==> config.mk <==
export PLATFORM = sky130hd
export DESIGN_NAME = ctrl_seq_flat
export DESIGN_NICKNAME = d
export VERILOG_FILES = /design/src/rtl/ctrl_pkg.sv /design/src/rtl/ctrl_seq_if.sv /design/src/rtl/ctrl_decode.sv /design/src/rtl/ctrl_seq.sv /design/src/flat_wrapper.sv
export SDC_FILE = /design/constraint.sdc
export NUM_CORES = 1
export LEC_CHECK = 0
export ABC_CLOCK_PERIOD_IN_PS = 1550
export BUFFER_PORTS_ARGS = -buffer_cell sky130_fd_sc_hd__buf_2
export CAP_MARGIN = 20
export CORE_AREA = 2 2 39 41
export DETAILED_ROUTE_END_ITERATION = 8
export DIE_AREA = 0 0 41 43
export PLACE_DENSITY_LB_ADDON = 0.25
export SYNTH_ARGS = -nofsm -noshare
export SYNTH_HDL_FRONTEND = slang
export SYNTH_SLANG_ARGS = --single-unit
==> constraint.sdc <==
create_clock -name clk -period 1.55 [get_ports clk]
set_clock_uncertainty 0.2 [all_clocks]
set_input_delay 0.2325 -clock clk [delete_from_list [all_inputs] [get_ports clk]]
set_output_delay 0.2325 -clock clk [all_outputs]
set_load 0.01 [all_outputs]
==> src/rtl/ctrl_pkg.sv <==
// Shared types and constants for the ctrl_seq instruction sequencer.
// Holds the FSM state encoding, the opcode constants and the decoded op classes.
package ctrl_pkg;

   typedef enum logic [2:0] {
      S_IDLE    = 3'd0,
      S_DECODE  = 3'd1,
      S_EXEC    = 3'd2,
      S_EXEC2   = 3'd3,
      S_WB      = 3'd4,
      S_HALTED  = 3'd5
   } state_t;

   typedef enum logic [2:0] {
      CLS_NOOP     = 3'd0,
      CLS_SINGLE   = 3'd1,
      CLS_EXTENDED = 3'd2,
      CLS_HALT     = 3'd3,
      CLS_ILLEGAL  = 3'd4
   } op_class_t;

   localparam int OP_NOOP   = 0;
   localparam int OP_EXT1   = 8;
   localparam int OP_EXT2   = 9;
   localparam int LUOP_EXT1 = 1;
   localparam int LUOP_EXT2 = 2;

endpackage

==> src/rtl/ctrl_seq_if.sv <==
// Opcode handshake and logic-unit control bundle between a producer and ctrl_seq.
// instr moves on a rising edge where instr_valid && instr_ready; the producer holds instr stable while valid.
interface ctrl_seq_if #(
   parameter int OPC_W  = 4,
   parameter int LUOP_W = 3
);
   logic              instr_valid;
   logic [OPC_W-1:0]  instr;
   logic              instr_ready;
   logic              stall;
   logic [LUOP_W-1:0] luop;
   logic              lu_en;
   logic              acc_we;
   logic              illegal;
   logic              halted;

   modport master (
      output instr_valid, instr, stall,
      input  instr_ready, luop, lu_en, acc_we, illegal, halted
   );

   modport slave (
      input  instr_valid, instr, stall,
      output instr_ready, luop, lu_en, acc_we, illegal, halted
   );
endinterface

==> src/rtl/ctrl_decode.sv <==
// Combinational opcode decoder: maps the full-width opcode to an op class and a logic-unit select.
module ctrl_decode
   import ctrl_pkg::*;
#(
   parameter int OPC_W  = 4,
   parameter int LUOP_W = 3
) (
   input  logic [OPC_W-1:0]  opcode,
   output logic [LUOP_W-1:0] luop,
   output op_class_t         op_class
);

   always_comb begin
      luop     = '0;
      op_class = CLS_ILLEGAL;
      // Full-width compares so wider opcodes only halt on all-ones.
      if (opcode == OPC_W'(OP_NOOP)) begin
         op_class = CLS_NOOP;
      end else if (opcode == '1) begin
         op_class = CLS_HALT;
      end else if (opcode < OPC_W'(OP_EXT1)) begin
         op_class  = CLS_SINGLE;
         luop[2:0] = opcode[2:0];
      end else if (opcode == OPC_W'(OP_EXT1)) begin
         op_class = CLS_EXTENDED;
         luop     = LUOP_W'(LUOP_EXT1);
      end else if (opcode == OPC_W'(OP_EXT2)) begin
         op_class = CLS_EXTENDED;
         luop     = LUOP_W'(LUOP_EXT2);
      end
   end

endmodule

==> src/rtl/ctrl_seq.sv <==
// Instruction sequencer: accepts one opcode at a time, drives the logic unit
// through EXEC/EXEC2 (stallable), strobes accumulator write-back, and can halt.
module ctrl_seq
   import ctrl_pkg::*;
#(
   parameter int OPC_W  = 4,
   parameter int LUOP_W = 3
) (
   input  logic       clk,
   input  logic       rst,
   ctrl_seq_if.slave  bus,
   output state_t     state_dbg
);

   state_t            state_q, state_d;
   logic [OPC_W-1:0]  opc_q;
   logic [LUOP_W-1:0] luop_q;
   logic [LUOP_W-1:0] dec_luop;
   op_class_t         dec_class;
   logic              illegal_q;

   ctrl_decode #(.OPC_W(OPC_W), .LUOP_W(LUOP_W)) u_decode (
      .opcode   (opc_q),
      .luop     (dec_luop),
      .op_class (dec_class)
   );

   always_ff @(posedge clk) begin
      if (rst) begin
         state_q   <= S_IDLE;
         opc_q     <= '0;
         luop_q    <= '0;
         illegal_q <= 1'b0;
      end else begin
         state_q <= state_d;
         if (state_q == S_IDLE && bus.instr_valid) begin
            opc_q <= bus.instr;
         end
         if (state_q == S_DECODE &&
             (dec_class == CLS_SINGLE || dec_class == CLS_EXTENDED)) begin
            luop_q <= dec_luop;
         end
         illegal_q <= (state_q == S_DECODE) && (dec_class == CLS_ILLEGAL);
      end
   end

   always_comb begin
      state_d = state_q;
      case (state_q)
         S_IDLE:   if (bus.instr_valid) state_d = S_DECODE;
         S_DECODE: begin
            case (dec_class)
               CLS_SINGLE, CLS_EXTENDED: state_d = S_EXEC;
               CLS_HALT:                 state_d = S_HALTED;
               default:                  state_d = S_IDLE;
            endcase
         end
         S_EXEC: begin
            if (!bus.stall) begin
               state_d = (dec_class == CLS_EXTENDED) ? S_EXEC2 : S_WB;
            end
         end
         S_EXEC2:  if (!bus.stall) state_d = S_WB;
         S_WB:     state_d = S_IDLE;
         S_HALTED: state_d = S_HALTED;
         default:  state_d = S_IDLE;
      endcase
   end

   assign bus.instr_ready = (state_q == S_IDLE);
   assign bus.luop        = luop_q;
   assign bus.lu_en       = (state_q == S_EXEC) || (state_q == S_EXEC2);
   assign bus.acc_we      = (state_q == S_WB);
   assign bus.illegal     = illegal_q;
   assign bus.halted      = (state_q == S_HALTED);
   assign state_dbg       = state_q;

endmodule

==> src/flat_wrapper.sv <==
// flat-port wrapper written by rule: the top's interface ports become plain ports
module ctrl_seq_flat import ctrl_pkg::*;
#(
   parameter int OPC_W  = 4,
   parameter int LUOP_W = 3
)
  (clk, rst, state_dbg, bus_instr_valid, bus_instr, bus_stall, bus_instr_ready, bus_luop, bus_lu_en, bus_acc_we, bus_illegal, bus_halted);
  ctrl_seq_if #(.OPC_W(OPC_W), .LUOP_W(LUOP_W)) bus_i ();
  input  logic clk;
  input  logic rst;
  output state_t state_dbg;
  input wire logic [$bits(bus_i.instr_valid)-1:0] bus_instr_valid;
  input wire logic [$bits(bus_i.instr)-1:0] bus_instr;
  input wire logic [$bits(bus_i.stall)-1:0] bus_stall;
  output wire logic [$bits(bus_i.instr_ready)-1:0] bus_instr_ready;
  output wire logic [$bits(bus_i.luop)-1:0] bus_luop;
  output wire logic [$bits(bus_i.lu_en)-1:0] bus_lu_en;
  output wire logic [$bits(bus_i.acc_we)-1:0] bus_acc_we;
  output wire logic [$bits(bus_i.illegal)-1:0] bus_illegal;
  output wire logic [$bits(bus_i.halted)-1:0] bus_halted;
  assign bus_i.instr_valid = bus_instr_valid;
  assign bus_i.instr = bus_instr;
  assign bus_i.stall = bus_stall;
  assign bus_instr_ready = bus_i.instr_ready;
  assign bus_luop = bus_i.luop;
  assign bus_lu_en = bus_i.lu_en;
  assign bus_acc_we = bus_i.acc_we;
  assign bus_illegal = bus_i.illegal;
  assign bus_halted = bus_i.halted;
  ctrl_seq #(.OPC_W(OPC_W), .LUOP_W(LUOP_W)) u_core (.clk(clk), .rst(rst), .bus(bus_i), .state_dbg(state_dbg));
endmodule
## Word-level counts from Yosys, hierarchy flattened

Index checks and enable logic that the tools add are counted.

- Order comparisons: 1
- Equal/unequal tests: 15
- Multiplexer cells: 16
- Reduce and logical (&&, ||, !) cells: 9

Operators with widths:

| cell | number |
|---|---|
| 3-bit two-way mux | 12 |
| 3-bit case mux with 5 select lines | 1 |
| 3-bit by 2-bit == test with 1-bit output, second input constant | 4 |
| 4-bit == test, second input constant | 3 |
| 3-bit == test, second input constant | 3 |
| 3-bit by 1-bit == test with 1-bit output, second input constant | 2 |
| 2-bit inequality test, second input constant | 3 |
| 3-bit case mux with 2 select lines | 1 |
| 4-bit logical NOT | 1 |
| 4-bit < comparator, second input constant | 1 |
| 2-bit two-way mux | 2 |
| 1-bit logical AND | 3 |
| 3-bit logical NOT | 1 |
| 3-bit AND reduction | 1 |
| 1-bit logical OR | 2 |
| 2-bit OR reduction | 1 |

- Bits in registers: 11
- Output and inout bits: 11
- Word-level logic and storage cells: 45

## Depth between registers and ports, before layout

Gate-level depths: netlist of run 1.

- Depth after elaboration: 10
- Depth in mapped cells: 5
- Mapped depth without buffers: 4

## Cells and area by module

A second synthesis of run 1 with hierarchy kept.

- Cells, all modules: 81
- Area total of the unflattened synthesis: 715.7 um^2

By module, submodules not included:

| module | times used | cells an instance | area each (um^2) | seq. area each (um^2) |
|---|---|---|---|---|
| ctrl_seq | 1 | 67 | 635.6 | 220.2 |
| ctrl_decode | 1 | 14 | 80.1 | 0.0 |

## Worst setup path after synthesis of run 1

No wires, ideal clock.

- Path kind: register to register
- From: register u_core.state_q[0] (netlist: u_core.state_dbg[0])
- To: register u_core.luop_q[0] (netlist: u_core.bus.luop[0])
- Arrival time: 1.158 ns
- Required time: 1.218 ns
- Setup slack: 0.059 ns
- Cell stages (with the launch flop): 5
- Buffers on the path: 1
- Period minus slack after synthesis: 1.491 ns
- Cells stage by stage: dfxtp_1 buf_6 or3b_4 a22oi_1 a21oi_1

- Cells in the longest elaborated chain, start to end: 2

RTL lines:

| element | RTL line | RTL |
|---|---|---|
| start, declared | ctrl_seq.sv:15 | `state_t state_q, state_d;` |
| start signal, assigned | ctrl_seq.sv:35 | `state_q <= state_d;` |
| 3-bit by 1-bit == test with 1-bit output | ctrl_seq.sv:39 | `if (state_q == S_DECODE &&` |
| 1-bit logical AND | ctrl_seq.sv:39 |  |
| end signal, assigned | ctrl_seq.sv:41 | `luop_q <= dec_luop;` |
| end, declared | ctrl_seq.sv:17 | `logic [LUOP_W-1:0] luop_q;` |

Every way passes these cells.
A chain may end at the register's enable or synchronous reset.

## Final worst setup path of run 1

- From: register u_core.state_q[0] (netlist: u_core.state_dbg[0])
- To: output bus_halted

- Cells in the longest elaborated chain, start to end: 1

RTL lines:

| element | RTL line | RTL |
|---|---|---|
| 3-bit == test | ctrl_seq.sv:75 | `assign bus.halted = (state_q == S_HALTED);` |
| end, declared | flat_wrapper.sv:20 | `output wire logic [$bits(bus_i.halted)-1:0] bus_halted;` |

Every way passes these cells.

==> flow_summary.html, run 1 <==
<table>
<tr><th>Metric</th><th>Value</th></tr>
<tr><th colspan="2">CTS</th></tr>
<tr><td>TritonCTS sink count</td><td>11</td></tr>
<tr><td>Number of buffers created by CTS</td><td>3</td></tr>
<tr><td>Clock latency at the later pin of the worst-skew pair</td><td>around 270 ps</td></tr>
<tr><td>Clock tree root buffer cell</td><td>clkbuf_4</td></tr>
<tr><td>H-tree depth</td><td>1</td></tr>
<tr><td>CTS clk-pin slew, worst paths</td><td>70 ps</td></tr>
<tr><td>Clock tree from TritonCTS</td><td>yes</td></tr>
<tr><td>Clock Tree Buf Depth</td><td>2</td></tr>
<tr><th colspan="2">Die</th></tr>
<tr><td>Die boundary width</td><td>between 40 and 50 um</td></tr>
<tr><td>Total Die Area</td><td>1760 um2</td></tr>
<tr><td>Area of the placeable core</td><td>between 1000 and 1500 um2</td></tr>
<tr><td>Top-level port count</td><td>19</td></tr>
<tr><td>Die Y-Extent</td><td>43 um</td></tr>
<tr><td>Standard-cell rows</td><td>14</td></tr>
<tr><td>Starting density of the core</td><td>44.8%</td></tr>
<tr><th colspan="2">GRT</th></tr>
<tr><td>Busiest metal layer after global routing</td><td>met2</td></tr>
<tr><td>M1 GR Usage</td><td>between 20% and 30%</td></tr>
<tr><td>Global-route wire length before repair</td><td>2390 um</td></tr>
<tr><td>Antenna violations before repair</td><td>0</td></tr>
<tr><td>Met2 Track Usage GR</td><td>31.3%</td></tr>
<tr><td>Sum of overflow across all layers after global routing</td><td>0</td></tr>
<tr><td>Via count of the first global-routing pass</td><td>roughly 560</td></tr>
<tr><td>Met3 track demand over resource in global routing</td><td>between 3 and 4%</td></tr>
<tr><td>Pin count of the biggest net entering global routing</td><td>13</td></tr>
<tr><td>Total GRT Usage</td><td>20.4%</td></tr>
<tr><th colspan="2">Worst setup path</th></tr>
<tr><td>Max stage delay on crit path</td><td>370 ps</td></tr>
<tr><td>Depth of the worst register-to-register path</td><td>5</td></tr>
<tr><td>Crit path cell chain</td><td>or2b_1 -&gt; nor2_1 -&gt; buf_2</td></tr>
<tr><td>Cell family contributing the most delay on the critical path</td><td>flip-flops</td></tr>
<tr><td>Setup crit start</td><td>u_core.state_dbg[0]$_SDFFE_PP0P_</td></tr>
<tr><td>Endpoint of the worst setup timing path</td><td>bus_halted</td></tr>
<tr><td>Classification of the worst setup path</td><td>reg2out</td></tr>
<tr><td>Critical R2R Launch</td><td>u_core.state_dbg[0]$_SDFFE_PP0P_</td></tr>
<tr><td>Worst reg2reg endpoint</td><td>u_core.opc_q[1]$_SDFFE_PP0P_</td></tr>
<tr><td>Highest fanout seen on the critical path</td><td>4</td></tr>
<tr><td>Endpoint class of the critical path</td><td>output port</td></tr>
<tr><td>Type of element launching the critical path</td><td>flop</td></tr>
<tr><td>Path length in cells of the critical path</td><td>3</td></tr>
<tr><td>Required time reported for the critical path endpoint</td><td>1120 ps</td></tr>
<tr><td>Count of buffer and inverter cells on the critical path</td><td>1</td></tr>
<tr><td>Flop-to-flop setup slack</td><td>40 ps</td></tr>
<tr><td>Highest-delay cell along the critical path</td><td>dfxtp_4</td></tr>
<tr><td>Data arrival time at the worst-slack endpoint</td><td>approximately 1100 ps</td></tr>
<tr><th colspan="2">Placement</th></tr>
<tr><td>Detail Placement HPWL</td><td>1080 um</td></tr>
<tr><td>Placer congestion estimate</td><td>0.794</td></tr>
<tr><td>Setup slack after placement</td><td>39.8 ps</td></tr>
<tr><td>Number of port buffers</td><td>18</td></tr>
<tr><th colspan="2">Synth</th></tr>
<tr><td>Number of enable flip-flop cells after synthesis</td><td>0</td></tr>
<tr><td>Count of yosys warnings during synthesis</td><td>0</td></tr>
<tr><td>Number of distinct library cells after synthesis</td><td>29</td></tr>
<tr><td>Number of instances in the synthesized netlist</td><td>74</td></tr>
<tr><td>Post-synth top area share</td><td>35.6%</td></tr>
<tr><td>Seq cells post-synth</td><td>11</td></tr>
<tr><td>Top_reg_cell synth</td><td>dfxtp_1</td></tr>
<tr><td>Net count after synthesis</td><td>around 80</td></tr>
<tr><td>Post-synthesis instance area</td><td>619 um2</td></tr>
<tr><td>Top post-synthesis cells by area</td><td>dfxtp_1, nor2_1, mux2i_1, o21ai_0, buf_6</td></tr>
<tr><td>Sequential-to-total area share from yosys stat</td><td>35.6%</td></tr>
<tr><td>Library cell with the largest summed area after synthesis</td><td>dfxtp_1</td></tr>
<tr><td>Fraction of registers with async set or reset after synthesis</td><td>0%</td></tr>
<tr><td>Avg Synthesized Cell Area</td><td>approximately 8.4 um2</td></tr>
<tr><th colspan="2">STA</th></tr>
<tr><td>Relative slew margins</td><td>between 70 and 80%</td></tr>
<tr><td>Setup total negative slack</td><td>-0.193 ps</td></tr>
<tr><td>Pins over their slew limit</td><td>0</td></tr>
<tr><td>Worst setup slack after layout</td><td>-0.193 ps</td></tr>
<tr><td>Worst Hold Slack</td><td>roughly 17 ps</td></tr>
<tr><td>Share of the cycle needed by the critical path after routing</td><td>100%</td></tr>
<tr><td>RSZ-0062 raised after global routing</td><td>true</td></tr>
<tr><td>Hold violation total from the final report</td><td>0</td></tr>
<tr><td>Final Critical Period</td><td>1550 ps</td></tr>
<tr><td>Final setup violation count</td><td>1</td></tr>
<tr><td>Pin slew with the least headroom to its limit</td><td>311 ps</td></tr>
<tr><td>Achievable frequency</td><td>0.645 GHz</td></tr>
<tr><th colspan="2">Drt</th></tr>
<tr><td>Via count</td><td>651</td></tr>
<tr><td>Vias per cell</td><td>between 5 and 6</td></tr>
<tr><td>Total detailed-routing wirelength</td><td>1610 um</td></tr>
<tr><td>Average routed wire per standard cell</td><td>13.5 um</td></tr>
<tr><td>DR pass1 iterations</td><td>4</td></tr>
<tr><td>First-iteration detailed-routing DRC count</td><td>16</td></tr>
<tr><td>Detail Route Antenna Nets</td><td>0</td></tr>
<tr><td>Remaining design rule violation count</td><td>0</td></tr>
<tr><th colspan="2">Finish</th></tr>
<tr><td>Most common cell after layout, fill and taps aside</td><td>buf_2</td></tr>
<tr><td>Number of nets in the layout</td><td>112</td></tr>
<tr><td>Most frequent cells in the layout</td><td>buf_2, nor2_1, dfxtp_1, buf_4</td></tr>
<tr><td>End-of-flow core utilization</td><td>62.9%</td></tr>
<tr><td>Count of inserted antenna diode cells</td><td>0</td></tr>
<tr><td>Layout overhead on the synthesized area</td><td>40.6%</td></tr>
<tr><td>Fraction of layout instances using a drive strength above 1</td><td>a little over two fifths</td></tr>
<tr><td>Final-layout fill cell count</td><td>127</td></tr>
<tr><th colspan="2">Min path</th></tr>
<tr><td>Hold Path Class</td><td>in2reg</td></tr>
<tr><th colspan="2">Power</th></tr>
<tr><td>Maximum VDD drop</td><td>about 0.56 mV</td></tr>
<tr><td>PD cells</td><td>just under 1000 nW/um2</td></tr>
<tr><td>Leakage power total</td><td>0.386 nW</td></tr>
<tr><th colspan="2">Outcome</th></tr>
<tr><td>Violated checks</td><td>setup timing</td></tr>
<tr><td>Run status</td><td>finished, violations left</td></tr>
<tr><th colspan="2">Run</th></tr>
<tr><td>Max-cap check violation count</td><td>0</td></tr>
</table>
sequential cells by signal, summed over array words and instances (netlist names):
name	count
u_core.opc_q	4
u_core.state_dbg	3
u_core.bus.illegal	1
u_core.bus.luop	3
cell type report:
type	instances	area (um2)	share of cell area (%)
multi-input combinational	54	375	43.1
inverter	4	15.0	1.72
clock buffer	4	26.3	3.02
timing repair buffer	30	203	23.3
sequential	11	231	26.6
tap	16	20.0	2.30
where the power goes:
group	internal (mW)	leakage, nW	switching (mW)	total (mW)
registers	0.314	0.0925	0.0370	0.351
logic	0.164	0.279	0.149	0.313
clock network	0.0998	0.0150	0.0977	0.197
layer usage:
layer	up-vias	wire, um
met3	4	72
met4	0	40
met5	-	0
met1	301	682
li1	321	-
met2	25	809
cells in the mapped netlist, types with 2 or more instances:
| cell type | instances |
|---|---|
| nor2_1 | 12 |
| dfxtp_1 | 11 |
| o21ai_0 | 5 |
| inv_1 | 4 |
| mux2i_1 | 4 |
| nor3_1 | 4 |
| a21oi_1 | 3 |
| nand2_1 | 3 |
| nand3_1 | 3 |
| a221oi_1 | 2 |
| a22oi_1 | 2 |
| buf_4 | 2 |
| buf_6 | 2 |
| nand2b_1 | 2 |
cells by family after synthesis:
family,after synthesis,share of synthesized area (%)
simple gates,33,30.3
compound gates,16,17.2
flops,11,35.6
buf+inv,9,9.09
mux,4,6.46
xor+xnor,1,1.41
worst reg2reg max path, cell delays in order (launching register included):
cell and delay (ps):
dfxtp_4 360, buf_6 120, buf_6 120, nor3_4 300
mux2i_1 240, nor2_1 50
worst min-delay path by stage:
stage                                       endpoint  slack [ps]  depth (start not counted)                       startpoint
floorplan           u_core.state_dbg[0]$_SDFFE_PP0P_         160                          2                        bus_stall
global route        u_core.state_dbg[0]$_SDFFE_PP0P_          30                          3                        bus_stall
detailed placement   u_core.bus.luop[1]$_SDFFE_PP0P_         270                          2  u_core.bus.luop[1]$_SDFFE_PP0P_
finish                  u_core.opc_q[1]$_SDFFE_PP0P_          20                          3                     bus_instr[1]
global placement     u_core.bus.luop[1]$_SDFFE_PP0P_         260                          2  u_core.bus.luop[1]$_SDFFE_PP0P_
CTS                 u_core.state_dbg[0]$_SDFFE_PP0P_          10                          3                        bus_stall
timing repair:
item	CTS	global route
hold endpoints to repair	3	0
gates resized for setup	5	16
pin swaps	0	6
setup buffers	2	2
setup endpoints to repair	4	8
hold buffers	3	0
stage by stage:
| step | area, um2 | total power [mW] | cells |
|---|---|---|---|
| 3_3_place_gp | 726 | 0.599 | 108 |
| 2_1_floorplan | 619 | 0.533 | 74 |
| 3_5_place_dp | 726 | 0.604 | 108 |
| 6_report | 871 | 0.861 | 119 |
| 5_1_grt | 871 | 0.920 | 119 |
| 4_1_cts | 806 | 0.817 | 117 |
Note: power is estimated with default switching activity, not from simulation.
==> run 2: changes to the inputs <==
- REMOVE_ABC_BUFFERS: unset -> 1
==> flow_summary.html, run 2 (synthesis gave the netlist of run 1 again) <==
<table>
<tr><th>Metric</th><th>Value</th></tr>
<tr><th colspan="2">Power</th></tr>
<tr><td>PD cells</td><td>1000 nW/um2 (was 989 nW/um2)</td></tr>
<tr><td>Leakage power total</td><td>0.363 nW (was 0.386 nW)</td></tr>
<tr><td>Fraction of power consumed by sequential logic</td><td>42.5% (was 40.7%)</td></tr>
<tr><td>Combinational group share of total power</td><td>34.7% (was 36.3%)</td></tr>
<tr><td>Switching part of the total</td><td>31.1% (was 33.0%)</td></tr>
<tr><td>Internal power of the cells</td><td>562 uW (was 577 uW)</td></tr>
<tr><td>Net switching power</td><td>254 uW (was 284 uW)</td></tr>
<tr><td>Maximum VDD drop</td><td>0.676 mV (was 0.556 mV)</td></tr>
<tr><td>Proportion of power drawn by the clock network</td><td>22.9% (about the same)</td></tr>
<tr><th colspan="2">Worst setup path</th></tr>
<tr><td>Critical R2R Launch</td><td>u_core.state_dbg[0]$_SDFFE_PP0P_ (unchanged)</td></tr>
<tr><td>Data arrival time at the worst-slack endpoint</td><td>1090 ps (was 1120 ps)</td></tr>
<tr><td>Max stage delay on crit path</td><td>370 ps (about the same)</td></tr>
<tr><td>Type of element launching the critical path</td><td>flop (unchanged)</td></tr>
<tr><td>Cell family contributing the most delay on the critical path</td><td>flip-flops (unchanged)</td></tr>
<tr><td>Endpoint class of the critical path</td><td>output port (unchanged)</td></tr>
<tr><td>Setup crit start</td><td>u_core.state_dbg[1]$_SDFFE_PP0P_ (was u_core.state_dbg[0]$_SDFFE_PP0P_)</td></tr>
<tr><td>Highest fanout seen on the critical path</td><td>8 (was 4)</td></tr>
<tr><td>Worst reg2reg endpoint</td><td>u_core.state_dbg[0]$_SDFFE_PP0P_ (was u_core.opc_q[1]$_SDFFE_PP0P_)</td></tr>
<tr><td>Highest-delay cell along the critical path</td><td>dfxtp_4 (unchanged)</td></tr>
<tr><td>Classification of the worst setup path</td><td>reg2out (unchanged)</td></tr>
<tr><td>Path length in cells of the critical path</td><td>3 (unchanged)</td></tr>
<tr><td>Flop-to-flop setup slack</td><td>70 ps (was 40 ps)</td></tr>
<tr><td>Required time reported for the critical path endpoint</td><td>1120 ps (about the same)</td></tr>
<tr><td>Endpoint of the worst setup timing path</td><td>bus_halted (unchanged)</td></tr>
<tr><td>Depth of the worst register-to-register path</td><td>5 (unchanged)</td></tr>
<tr><td>Count of buffer and inverter cells on the critical path</td><td>1 (unchanged)</td></tr>
<tr><td>Crit path cell chain</td><td>or2b_1 -&gt; nor2_1 -&gt; buf_2 (unchanged)</td></tr>
<tr><th colspan="2">Die</th></tr>
<tr><td>Die boundary width</td><td>41 um (unchanged)</td></tr>
<tr><td>Starting density of the core</td><td>44.8% (unchanged)</td></tr>
<tr><td>Die Y-Extent</td><td>43 um (unchanged)</td></tr>
<tr><td>Area of the placeable core</td><td>1380 um2 (unchanged)</td></tr>
<tr><td>Total Die Area</td><td>1760 um2 (unchanged)</td></tr>
<tr><td>Standard-cell rows</td><td>14 (unchanged)</td></tr>
<tr><td>Top-level port count</td><td>19 (unchanged)</td></tr>
<tr><th colspan="2">Drt</th></tr>
<tr><td>Total detailed-routing wirelength</td><td>1370 um (was 1610 um)</td></tr>
<tr><td>Remaining design rule violation count</td><td>0 (unchanged)</td></tr>
<tr><td>Vias per cell</td><td>5.41 (was 5.47)</td></tr>
<tr><td>DR pass1 iterations</td><td>4 (unchanged)</td></tr>
<tr><td>Detail Route Antenna Nets</td><td>0 (unchanged)</td></tr>
<tr><td>First-iteration detailed-routing DRC count</td><td>10 (was 16)</td></tr>
<tr><td>Average routed wire per standard cell</td><td>11.9 um (was 13.5 um)</td></tr>
<tr><td>Via count</td><td>622 (was 651)</td></tr>
<tr><th colspan="2">Finish</th></tr>
<tr><td>Layout overhead on the synthesized area</td><td>31.5% (was 40.6%)</td></tr>
<tr><td>Fraction of layout instances using a drive strength above 1</td><td>39.4% (was 43.7%)</td></tr>
<tr><td>Number of flip-flops in the largest register</td><td>4 (unchanged)</td></tr>
<tr><td>Final-layout fill cell count</td><td>134 (was 127)</td></tr>
<tr><td>Most frequent cells in the layout</td><td>buf_2, nor2_1, dfxtp_1 (was buf_2, nor2_1, dfxtp_1, buf_4)</td></tr>
<tr><td>End-of-flow core utilization</td><td>58.9% (was 62.9%)</td></tr>
<tr><td>Most flops, register</td><td>u_core.opc_q (unchanged)</td></tr>
<tr><td>Most common cell after layout, fill and taps aside</td><td>buf_2 (unchanged)</td></tr>
<tr><td>Count of inserted antenna diode cells</td><td>0 (unchanged)</td></tr>
<tr><td>Number of nets in the layout</td><td>108 (was 112)</td></tr>
<tr><td>Count of placed standard cells in the final layout, fillers left out</td><td>115 (was 119)</td></tr>
<tr><th colspan="2">STA</th></tr>
<tr><td>Worst Hold Slack</td><td>5.86 ps (was 17.4 ps)</td></tr>
<tr><td>Relative slew margins</td><td>80.0% (was 79.2%)</td></tr>
<tr><td>Pin slew with the least headroom to its limit</td><td>300 ps (was 311 ps)</td></tr>
<tr><td>Achievable frequency</td><td>0.657 GHz (was 0.645 GHz)</td></tr>
<tr><td>Final setup violation count</td><td>0 (was 1)</td></tr>
<tr><td>Setup total negative slack</td><td>0 ps (was -0.193 ps)</td></tr>
<tr><td>Share of the cycle needed by the critical path after routing</td><td>98.2% (was 100%)</td></tr>
<tr><td>Final Critical Period</td><td>1520 ps (was 1550 ps)</td></tr>
<tr><td>Pins over their slew limit</td><td>0 (unchanged)</td></tr>
<tr><td>Hold violation total from the final report</td><td>0 (unchanged)</td></tr>
<tr><td>RSZ-0062 raised after global routing</td><td>true (unchanged)</td></tr>
<tr><th colspan="2">GRT</th></tr>
<tr><td>Met2 Track Usage GR</td><td>24.1% (was 31.3%)</td></tr>
<tr><td>Met3 track demand over resource in global routing</td><td>3.14% (unchanged)</td></tr>
<tr><td>M1 GR Usage</td><td>23.0% (was 24.7%)</td></tr>
<tr><td>Busiest metal layer after global routing</td><td>met2 (unchanged)</td></tr>
<tr><td>Antenna violations before repair</td><td>0 (unchanged)</td></tr>
<tr><td>Global-route wire length before repair</td><td>2030 um (was 2390 um)</td></tr>
<tr><td>Total GRT Usage</td><td>17.3% (was 20.4%)</td></tr>
<tr><td>Pin count of the biggest net entering global routing</td><td>13 (unchanged)</td></tr>
<tr><td>Sum of overflow across all layers after global routing</td><td>0 (unchanged)</td></tr>
<tr><td>Via count of the first global-routing pass</td><td>485 (was 563)</td></tr>
<tr><th colspan="2">Placement</th></tr>
<tr><td>Number of port buffers</td><td>18 (unchanged)</td></tr>
<tr><td>Total placed cells including tap cells</td><td>107 (was 108)</td></tr>
<tr><td>Detail Placement HPWL</td><td>942 um (was 1080 um)</td></tr>
<tr><td>Placer congestion estimate</td><td>0.805 (was 0.794)</td></tr>
<tr><th colspan="2">CTS</th></tr>
<tr><td>Clock latency at the later pin of the worst-skew pair</td><td>260 ps (was 270 ps)</td></tr>
<tr><td>CTS clk-pin slew, worst paths</td><td>60 ps (was 70 ps)</td></tr>
<tr><td>Clock Tree Buf Depth</td><td>2 (unchanged)</td></tr>
<tr><td>Clock tree from TritonCTS</td><td>yes (unchanged)</td></tr>
<tr><td>TritonCTS sink count</td><td>11 (unchanged)</td></tr>
<tr><td>Number of buffers created by CTS</td><td>3 (unchanged)</td></tr>
<tr><td>H-tree depth</td><td>1 (unchanged)</td></tr>
<tr><td>Clock tree root buffer cell</td><td>clkbuf_4 (unchanged)</td></tr>
<tr><th colspan="2">Min path</th></tr>
<tr><td>Hold Path Class</td><td>in2reg (unchanged)</td></tr>
<tr><td>Number of stages on the worst hold path</td><td>3 (unchanged)</td></tr>
<tr><th colspan="2">Run</th></tr>
<tr><td>Max-cap check violation count</td><td>0 (unchanged)</td></tr>
<tr><th colspan="2">Outcome</th></tr>
<tr><td>Run status</td><td>completed (was finished, violations left)</td></tr>
</table>
run 2: worst min-delay path by stage:
stage / startpoint / to
6_report: bus_instr[0] / u_core.opc_q[0]$_SDFFE_PP0P_
5_1_grt: bus_instr[0] / u_core.opc_q[0]$_SDFFE_PP0P_
4_1_cts: bus_instr[1] / u_core.opc_q[1]$_SDFFE_PP0P_
3_5_place_dp: u_core.bus.luop[1]$_SDFFE_PP0P_ / u_core.bus.luop[1]$_SDFFE_PP0P_
3_3_place_gp: u_core.bus.luop[1]$_SDFFE_PP0P_ / u_core.bus.luop[1]$_SDFFE_PP0P_
2_1_floorplan: rst / u_core.bus.luop[0]$_SDFFE_PP0P_
run 2: metrics by stage:
stage	setup slack (ps)	area, um2	total power, mW
6_report	27.3	815	0.816
5_1_grt	-31.4	815	0.876
3_3_place_gp	57.5	718	0.589
3_5_place_dp	56.2	718	0.590
4_1_cts	-3.17	761	0.784
2_1_floorplan	31.7	578	0.506
run 2: tightest hold or removal path, cell delays in order:
cell     delay, ps
buf_2           80
mux2i_1         50
nor2_1          70
run 2: power groups by stage:
stage	combinational [mW]	clock (mW)	sequential [mW]
after floorplan	0.142	0	0.364
after global placement	0.237	0	0.352
after detailed placement	0.236	0	0.354
after CTS	0.239	0.194	0.351
after global routing	0.312	0.212	0.352
final	0.283	0.186	0.346
run 2: what timing repair did:
item / 4_1_cts / 5_1_grt
hold buffers: 1 / 0
endpoints found under the hold margin: 1 / 0
setup buffers: 0 / 3
pin swaps: 0 / 3
setup endpoints to repair: 3 / 6
resized for setup: 4 / 12
run 2: final cells by class:
type	instances	area (um2)	area share (%)
clock buffers	4	26.3	3.23
inverters	4	15.0	1.84
multi-input cells	54	359	44.1
flip-flops and latches	11	230	28.3
well taps	16	20.0	2.46
repair buffers	26	164	20.1
run 2: per-layer routing:
layer,vias to the layer above,part of all wire [%]
met5,-,0
met4,0,2.2
met3,4,5.4
met2,21,46
met1,285,46
li1,312,-
